### src/rtl/flit_packetizer_pkg.sv
// Shared types and header field placement for the flit packetizer.
// Field positions are expressed as offsets below the flit MSB so any FLIT_WIDTH >= 30 works.
package flit_packetizer_pkg;

    localparam int DEFAULT_FLIT_WIDTH = 32;

    localparam int TYPE_W = 2;
    localparam int NODE_W = 8;
    localparam int LEN_W  = 4;
    localparam int SEQ_W  = 8;

    // Offset of each field's MSB below the flit MSB.
    localparam int TYPE_OFS = 0;
    localparam int DST_OFS  = TYPE_OFS + TYPE_W;
    localparam int SRC_OFS  = DST_OFS + NODE_W;
    localparam int LEN_OFS  = SRC_OFS + NODE_W;
    localparam int SEQ_OFS  = LEN_OFS + LEN_W;
    localparam int HDR_BITS = SEQ_OFS + SEQ_W;

    typedef enum logic [1:0] {
        FLIT_HEAD     = 2'b00,
        FLIT_BODY     = 2'b01,
        FLIT_TAIL     = 2'b10,
        FLIT_HEADTAIL = 2'b11
    } flit_type_t;

    typedef struct packed {
        logic [NODE_W-1:0] dst;
        logic [NODE_W-1:0] src;
        logic [LEN_W-1:0]  len;
        logic [SEQ_W-1:0]  seq;
    } hdr_fields_t;

    typedef enum logic [1:0] {
        ST_IDLE = 2'd0,
        ST_HEAD = 2'd1,
        ST_BODY = 2'd2
    } pkt_state_t;

    function automatic int field_msb(input int flit_width, input int ofs);
        return flit_width - 1 - ofs;
    endfunction

endpackage

### src/rtl/flit_packetizer_if.sv
// Host/network-side signal bundle of the flit packetizer.
// Handshakes: a word moves on a rising clk edge where valid && ready (msg_*, payload_*);
// the producer holds data stable while valid is high, and a flit leaves when in_trigger is high.
interface flit_packetizer_if #(
    parameter int FLIT_WIDTH = 32
);
    localparam int PW = FLIT_WIDTH - 2;

    logic                  msg_valid;
    logic [7:0]            msg_dst;
    logic [7:0]            msg_src;
    logic [3:0]            msg_len;
    logic                  msg_ready;
    logic [PW-1:0]         payload_in;
    logic                  payload_valid;
    logic                  payload_ready;
    logic                  nic_we;
    logic [FLIT_WIDTH-1:0] flit_out;
    logic                  in_trigger;
    logic [7:0]            seq_id;

    modport master (
        output msg_valid, msg_dst, msg_src, msg_len,
        output payload_in, payload_valid, nic_we,
        input  msg_ready, payload_ready, flit_out, in_trigger, seq_id
    );

    modport slave (
        input  msg_valid, msg_dst, msg_src, msg_len,
        input  payload_in, payload_valid, nic_we,
        output msg_ready, payload_ready, flit_out, in_trigger, seq_id
    );

endinterface

### src/rtl/flit_packetizer_header_encoder.sv
// Combinational packing of header fields and flit type into a header flit.
// Bits below the sequence field are driven to zero.
module flit_header_encoder
    import flit_packetizer_pkg::*;
#(
    parameter int FLIT_WIDTH = DEFAULT_FLIT_WIDTH
) (
    input  hdr_fields_t           fields,
    input  flit_type_t            ftype,
    output logic [FLIT_WIDTH-1:0] flit
);
    localparam int TYPE_MSB = field_msb(FLIT_WIDTH, TYPE_OFS);
    localparam int DST_MSB  = field_msb(FLIT_WIDTH, DST_OFS);
    localparam int SRC_MSB  = field_msb(FLIT_WIDTH, SRC_OFS);
    localparam int LEN_MSB  = field_msb(FLIT_WIDTH, LEN_OFS);
    localparam int SEQ_MSB  = field_msb(FLIT_WIDTH, SEQ_OFS);

    always_comb begin
        flit                     = '0;
        flit[TYPE_MSB -: TYPE_W] = ftype;
        flit[DST_MSB  -: NODE_W] = fields.dst;
        flit[SRC_MSB  -: NODE_W] = fields.src;
        flit[LEN_MSB  -: LEN_W]  = fields.len;
        flit[SEQ_MSB  -: SEQ_W]  = fields.seq;
    end

endmodule

### src/rtl/flit_packetizer.sv
// Turns a message descriptor plus payload words into HEAD/BODY/TAIL flits for a NIC.
// Body flits pass payload_in straight through in the cycle it is consumed.
module flit_packetizer
    import flit_packetizer_pkg::*;
#(
    parameter int FLIT_WIDTH = DEFAULT_FLIT_WIDTH
) (
    input  logic                  clk,
    input  logic                  rst,
    flit_packetizer_if.slave      bus,
    output pkt_state_t            dbg_state
);
    localparam int PW = FLIT_WIDTH - 2;

    pkt_state_t            state;
    logic [NODE_W-1:0]     dst_q;
    logic [NODE_W-1:0]     src_q;
    logic [LEN_W-1:0]      len_q;
    logic [SEQ_W-1:0]      seq_q;
    logic [LEN_W-1:0]      remaining;

    hdr_fields_t           hdr;
    flit_type_t            hdr_type;
    flit_type_t            body_type;
    logic [FLIT_WIDTH-1:0] hdr_flit;
    logic                  head_xfer;
    logic                  body_xfer;

    assign hdr       = '{dst: dst_q, src: src_q, len: len_q, seq: seq_q};
    assign hdr_type  = (len_q == '0) ? FLIT_HEADTAIL : FLIT_HEAD;
    assign body_type = (remaining == 4'd1) ? FLIT_TAIL : FLIT_BODY;
    assign head_xfer = (state == ST_HEAD) && bus.nic_we;
    assign body_xfer = (state == ST_BODY) && bus.nic_we && bus.payload_valid;

    flit_header_encoder #(
        .FLIT_WIDTH(FLIT_WIDTH)
    ) u_hdr_enc (
        .fields(hdr),
        .ftype (hdr_type),
        .flit  (hdr_flit)
    );

    always_ff @(posedge clk) begin
        if (rst) begin
            state     <= ST_IDLE;
            dst_q     <= '0;
            src_q     <= '0;
            len_q     <= '0;
            seq_q     <= '0;
            remaining <= '0;
        end else begin
            case (state)
                ST_IDLE: begin
                    if (bus.msg_valid) begin
                        dst_q <= bus.msg_dst;
                        src_q <= bus.msg_src;
                        len_q <= bus.msg_len;
                        state <= ST_HEAD;
                    end
                end
                ST_HEAD: begin
                    if (head_xfer) begin
                        if (len_q == '0) begin
                            seq_q <= seq_q + 8'd1;
                            state <= ST_IDLE;
                        end else begin
                            remaining <= len_q;
                            state     <= ST_BODY;
                        end
                    end
                end
                ST_BODY: begin
                    if (body_xfer) begin
                        remaining <= remaining - 4'd1;
                        if (remaining == 4'd1) begin
                            seq_q <= seq_q + 8'd1;
                            state <= ST_IDLE;
                        end
                    end
                end
                default: state <= ST_IDLE;
            endcase
        end
    end

    // Outputs are forced to their idle values while rst is high so an abandoned
    // packet cannot emit a flit in the reset cycle itself.
    assign bus.msg_ready     = rst || (state == ST_IDLE);
    assign bus.payload_ready = !rst && (state == ST_BODY) && bus.nic_we;
    assign bus.in_trigger    = !rst && (head_xfer || body_xfer);
    assign bus.seq_id        = seq_q;
    assign dbg_state         = state;

    always_comb begin
        bus.flit_out = '0;
        if (!rst) begin
            case (state)
                ST_HEAD: bus.flit_out = hdr_flit;
                ST_BODY: bus.flit_out = {body_type, bus.payload_in[PW-1:0]};
                default: bus.flit_out = '0;
            endcase
        end
    end

endmodule

### src/flat_wrapper.sv
// flat-port wrapper written by rule: the top's interface ports become plain ports
module flit_packetizer_flat import flit_packetizer_pkg::*;
#(
    parameter int FLIT_WIDTH = DEFAULT_FLIT_WIDTH
)
  (clk, rst, dbg_state, bus_msg_valid, bus_msg_dst, bus_msg_src, bus_msg_len, bus_payload_in, bus_payload_valid, bus_nic_we, bus_msg_ready, bus_payload_ready, bus_flit_out, bus_in_trigger, bus_seq_id);
  flit_packetizer_if #(.FLIT_WIDTH(FLIT_WIDTH)) bus_i ();
  input  logic clk;
  input  logic rst;
  output pkt_state_t dbg_state;
  input wire logic [$bits(bus_i.msg_valid)-1:0] bus_msg_valid;
  input wire logic [$bits(bus_i.msg_dst)-1:0] bus_msg_dst;
  input wire logic [$bits(bus_i.msg_src)-1:0] bus_msg_src;
  input wire logic [$bits(bus_i.msg_len)-1:0] bus_msg_len;
  input wire logic [$bits(bus_i.payload_in)-1:0] bus_payload_in;
  input wire logic [$bits(bus_i.payload_valid)-1:0] bus_payload_valid;
  input wire logic [$bits(bus_i.nic_we)-1:0] bus_nic_we;
  output wire logic [$bits(bus_i.msg_ready)-1:0] bus_msg_ready;
  output wire logic [$bits(bus_i.payload_ready)-1:0] bus_payload_ready;
  output wire logic [$bits(bus_i.flit_out)-1:0] bus_flit_out;
  output wire logic [$bits(bus_i.in_trigger)-1:0] bus_in_trigger;
  output wire logic [$bits(bus_i.seq_id)-1:0] bus_seq_id;
  assign bus_i.msg_valid = bus_msg_valid;
  assign bus_i.msg_dst = bus_msg_dst;
  assign bus_i.msg_src = bus_msg_src;
  assign bus_i.msg_len = bus_msg_len;
  assign bus_i.payload_in = bus_payload_in;
  assign bus_i.payload_valid = bus_payload_valid;
  assign bus_i.nic_we = bus_nic_we;
  assign bus_msg_ready = bus_i.msg_ready;
  assign bus_payload_ready = bus_i.payload_ready;
  assign bus_flit_out = bus_i.flit_out;
  assign bus_in_trigger = bus_i.in_trigger;
  assign bus_seq_id = bus_i.seq_id;
  flit_packetizer #(.FLIT_WIDTH(FLIT_WIDTH)) u_core (.clk(clk), .rst(rst), .bus(bus_i), .dbg_state(dbg_state));
endmodule
### config.mk
export PLATFORM = sky130hd
export DESIGN_NAME = flit_packetizer_flat
export DESIGN_NICKNAME = d
export VERILOG_FILES = /design/src/rtl/flit_packetizer_pkg.sv /design/src/rtl/flit_packetizer_if.sv /design/src/rtl/flit_packetizer_header_encoder.sv /design/src/rtl/flit_packetizer.sv /design/src/flat_wrapper.sv
export SDC_FILE = /design/constraint.sdc
export NUM_CORES = 1
export LEC_CHECK = 0
export ABC_AREA = 1
export CORE_MARGIN = 1
export CORE_UTILIZATION = 44
export CTS_BUF_LIST = sky130_fd_sc_hd__clkbuf_8
export DETAILED_ROUTE_END_ITERATION = 10
export GPL_TIMING_DRIVEN = 0
export PLACE_DENSITY = 0.83
export SLEW_MARGIN = 10
export SYNTH_ARGS = -nofsm -noshare
export SYNTH_HDL_FRONTEND = slang
export SYNTH_HIERARCHICAL = 1
export SYNTH_SLANG_ARGS = --single-unit
### constraint.sdc
create_clock -name clk -period 1.8 [get_ports clk]
set_input_delay 0.27 -clock clk [delete_from_list [all_inputs] [get_ports clk]]
set_output_delay 0.27 -clock clk [all_outputs]
set_load 0.02 [all_outputs]
; ---- Word-level counts from Yosys, hierarchy flattened
; Cells that the tools add are included.
[totals]
reg_bits = 34
inputBits = 55
word_cells = 52
[op_classes]
n_addsub = 2
n_eq_ne = 9
n_mux = 19
reduce_logical = 16
[op_table]
columns = op, n
row1 = 32-bit case mux with 2 select lines, 1
row2 = 32-bit 2-to-1 mux, 1
row3 = 8-bit 2-to-1 mux, 4
row4 = 8-bit case mux with 2 select lines, 1
row5 = 2-bit 2-to-1 mux, 7
row6 = 4-bit 2-to-1 mux, 3
row7 = 8-bit by 1-bit adder with 8-bit output (second input constant), 1
row8 = 2-bit by 1-bit != test with 1-bit output (second input constant), 4
row9 = 4-bit case mux with 2 select lines, 1
row10 = 4-bit AND reduction, 2
row11 = 1-bit logical AND, 6
row12 = 2-bit case mux with 3 select lines, 1
row13 = 5-bit AND reduction, 1
row14 = 4-bit by 1-bit == test with 1-bit output (second input constant), 1
row15 = 4-bit logical NOT, 1
row16 = 2-bit != test (second input constant), 2
row17 = 4-bit by 1-bit subtractor with 4-bit output (second input constant), 1
row18 = 2-bit by 1-bit == test with 1-bit output (second input constant), 1
row19 = 2-bit == test (second input constant), 1
row20 = 2-bit logical NOT, 1
row21 = 1-bit logical OR, 2
row22 = 2-bit AND reduction, 1
row23 = 2-bit nonzero test, 1
row24 = 1-bit logical NOT, 1

; ---- Logic depth before layout (Yosys ltp)
[depth]
depth_word = 5
depth_mapped = 11
depth_no_buf = 10

; ---- Modules after synthesis
; The synthesis kept the hierarchy.
[by_module_without_submodules]
columns = module, instances, cells_per_inst, area_each_um2, seq_area_each_um2
row1 = flit_packetizer, 1, 343, 2105.8, 680.7
row2 = flit_header_encoder, 1, 33, 244.0, 0.0

; ---- Least setup slack after synthesis
; Ideal clock, no wire load.
[synth_timing]
path_kind = reg2out
start = register u_core.state[1] (netlist: u_core/dbg_state[1])
end = output bus_flit_out[10]
t_arrival_ps = 1497
required_ps = 1530
slack_ps = 33
stages_incl_launch_ff = 6
n_path_buf = 2
cell_sequence = dfxtp_1 -> ha_1 -> buf_6 -> clkbuf_1 -> nand2_1 -> a21oi_1
[synth_between]
elab_chain_len = 3
[synth_lines]
columns = element, line
row1 = from (decl), flit_packetizer.sv:15  ; pkt_state_t state;
row2 = from (signal assigned), flit_packetizer.sv:45  ; state <= ST_IDLE;
row3 = from (signal assigned), flit_packetizer.sv:58  ; state <= ST_HEAD;
row4 = from (signal assigned), flit_packetizer.sv:65  ; state <= ST_IDLE;
row5 = 2-bit == test or 2-bit by 1-bit == test with 1-bit output (tied branches), flit_packetizer.sv:97  ; case (state)
row6 = 32-bit case mux with 2 select lines (*), flit_packetizer.sv:97
row7 = 32-bit 2-to-1 mux (*), flit_packetizer.sv:96  ; if (!rst) begin
row8 = to (decl), flat_wrapper.sv:20  ; output wire logic [$bits(bus_i.flit_out)-1:0] bus_flit_out;
; Every way passes the cells marked *; elsewhere a longest branch is shown, timed or not.

; ---- Worst setup path in the final report
[layout_timing]
start = register u_core.state[0] (netlist: u_core/dbg_state[0])
end = output bus_flit_out[27]
; Same word-level chain as after synthesis.

==> metrics.txt <==
R2R cell count=9; routed length per instance=14.2 um; TNS Setup=-0.226 ns; met3 wire len=689 um; setup violators final=15; fin crit share=102%; Setup Skew=0.00992 ns; min Tclk post-route=1.83 ns; Max Cap Viol=0; H-tree depth=2; CTS buffer count=5; CP startpoint kind=flop; layout cell share with drive strength beyond 1=33.3%; Clock Latency Late Sink=0.29 ns; synthesized area=0.00235 mm2; Vias/cell=5.02; DR vias=2842; CTS Hold Bufs=0; Initial Util=45.7%; Synth Warn #=6; Fmax=547 MHz; Post-DRT Antenna Nets=0; full die area=0.00564 mm2; critical path type=reg2out; cell taking the most area after synthesis=dfxtp_1; first-pass GRT wire length=11.5 mm; CTS tree=yes; # DRC=0; Final Hold Fails=0; Lkg Pwr=1.68 nW; grt ovf=0; initial antenna violation count=0; synth unique cells=27; DR iter-0 viols=135; critical-path maximum fanout=7; Synth top area share=29.0%; clock sink count=34; maximum number of pins on one net before global-route repair=11; routed wire length=8.06 mm; post-route met1 wirelength=2.95 mm; Die Height=75.1 um; total track usage=26.9%; CP Capture Type=primary output; leading cell type in the layout, fill and taps excluded=nand2_1; hold depth=2; clock-pin slew on the worst setup and hold paths=0.07 ns; status=complete, but fails checks; failing checks=setup timing; antenna diode count=0; worst min-delay path class=in2reg; HPWL after DPL=4.92 mm; Root Driver=clkbuf_8; fin. max-slew vios=0; Final Net Count=556; number of global-route vias before repair=2657; Final WS setup=-0.0271 ns; CP arrival=1.56 ns; worst path required time=1.53 ns; Avg Synthesized Cell Area=6.25 um2; port bufs=99; Area contributors post-synth=dfxtp_1 29%, nand2_1 18%, buf_4 11%; Die Wd=75.1 um; RSZ-0062 raised after global routing=yes; Hold Slack=0.285 ns; register area share after synthesis=29.0%; gpl congestion=0.799; most frequent cells in the layout=97 x nand2_1, 63 x clkdlybuf4s50_1, 60 x buf_4, 54 x nor2_1, 32 x dfxtp_1; routed wl met2=4.23 mm; Syn Inst Count=376; Site Rows=26; area of the core=0.00514 mm2; Clock Tree Buf Depth=2; Pwr Density=1290 mW/mm2; #FFs+latches synth=34; drt pass-1 iters=4; maximum vdd drop=0.000723 V; area delta synth->final=70.0%; total power=5.15 mW; I/O pin count=100; highest metal used=met4
[layout make-up]
cell class | count | area [um2]
Multi-Input combinational cell | 271 | 1470
Fill cell | 377 | 1140
Inverter | 22 | 90.1
Clock buffer | 6 | 82.6
Buffer | 50 | 479
Timing Repair Buffer | 111 | 1090
Tap cell | 70 | 87.6
Clock inverter | 2 | 8.76
Sequential cell | 34 | 688
[worst paths after layout]
kind | startpoint | to | slack, ns
worst min register to register | u_core/remaining[1] | u_core/remaining[1] | 0.48
worst max-delay path | u_core/dbg_state[0] | bus_flit_out[27] | -0.03
worst max register to register | u_core/dbg_state[0] | u_core/remaining[3] | 0.07
worst min-delay path | rst | u_core/bus.seq_id[0] | 0.28
[report_power, final]
group | switching, mW | internal [mW] | leakage (nW) | total [mW]
clock network | 0.283 | 0.303 | 0.0524 | 0.586
logic | 1.85 | 1.60 | 1.35 | 3.45
registers | 0.163 | 0.945 | 0.281 | 1.11
total | 2.30 | 2.85 | 1.68 | 5.15
[cells in the mapped netlist (all sizes together)]
| library cell | number |
|---|---|
| xnor2 | 1 |
| or2 | 1 |
| nor2 | 55 |
| dfxtp | 34 |
| buf | 39 |
| o21ai | 27 |
| ha | 6 |
| nand3b | 1 |
| nand2 | 119 |
| a21oi | 43 |
| clkbuf | 11 |
| nor3 | 1 |
| xor2 | 2 |
| nand3 | 10 |
| conb | 1 |
| inv | 22 |
| nand4 | 2 |
| a21boi | 1 |
[worst max-delay path, stage by stage (launching register included)]
cell       delay [ns]
dfxtp_4          0.38
inv_4            0.08
ha_4             0.17
buf_12           0.14
clkbuf_16        0.15
nand2_2          0.06
a21oi_2          0.15
buf_6            0.13
[cells by family after synthesis]
kind of cell	Yosys count	synth area share, %
AND/OR/NAND/NOR	189	33.3
buffers and inverters	72	17.4
AO/OA/AOI/OAI	71	15.9
flip-flops	34	29.0
adder cells (fa/ha/maj)	6	3.19
XOR/XNOR	3	1.12
other	1	0.160
[metal layers]
metal,track usage [%],vias to the layer above
met5,0,-
met1,27.5,1292
met4,10.7,0
li1,-,1397
met2,51.8,129
met3,6.96,24
[flip-flops by register name, summed over array words and instances (netlist names)]
name / cells
u_core/len_q: 4
u_core/src_q: 8
u_core/remaining: 4
u_core/dst_q: 8
u_core/bus.seq_id: 8
u_core/dbg_state: 2
[metrics by stage]
step | area [um2] | util, % | cells | setup WS, ns
2_1_floorplan | 2350 | - | 377 | 0.0328
3_3_place_gp | 3430 | 66.8 | 546 | -0.647
3_5_place_dp | 3430 | 66.8 | 546 | -0.670
4_1_cts | 3760 | 73.2 | 564 | -0.0206
5_1_grt | 4000 | 77.7 | 566 | -0.0860
6_report | 4000 | 77.7 | 566 | -0.0271
[what timing repair did]
action | in CTS | in global routing
pin swaps | 6 | 12
cloned | 6 | 1
buffers inserted | 4 | 2
setup endpoints to repair | 35 | 47
resized for setup | 223 | 65
(Power assumes the default switching activity.)
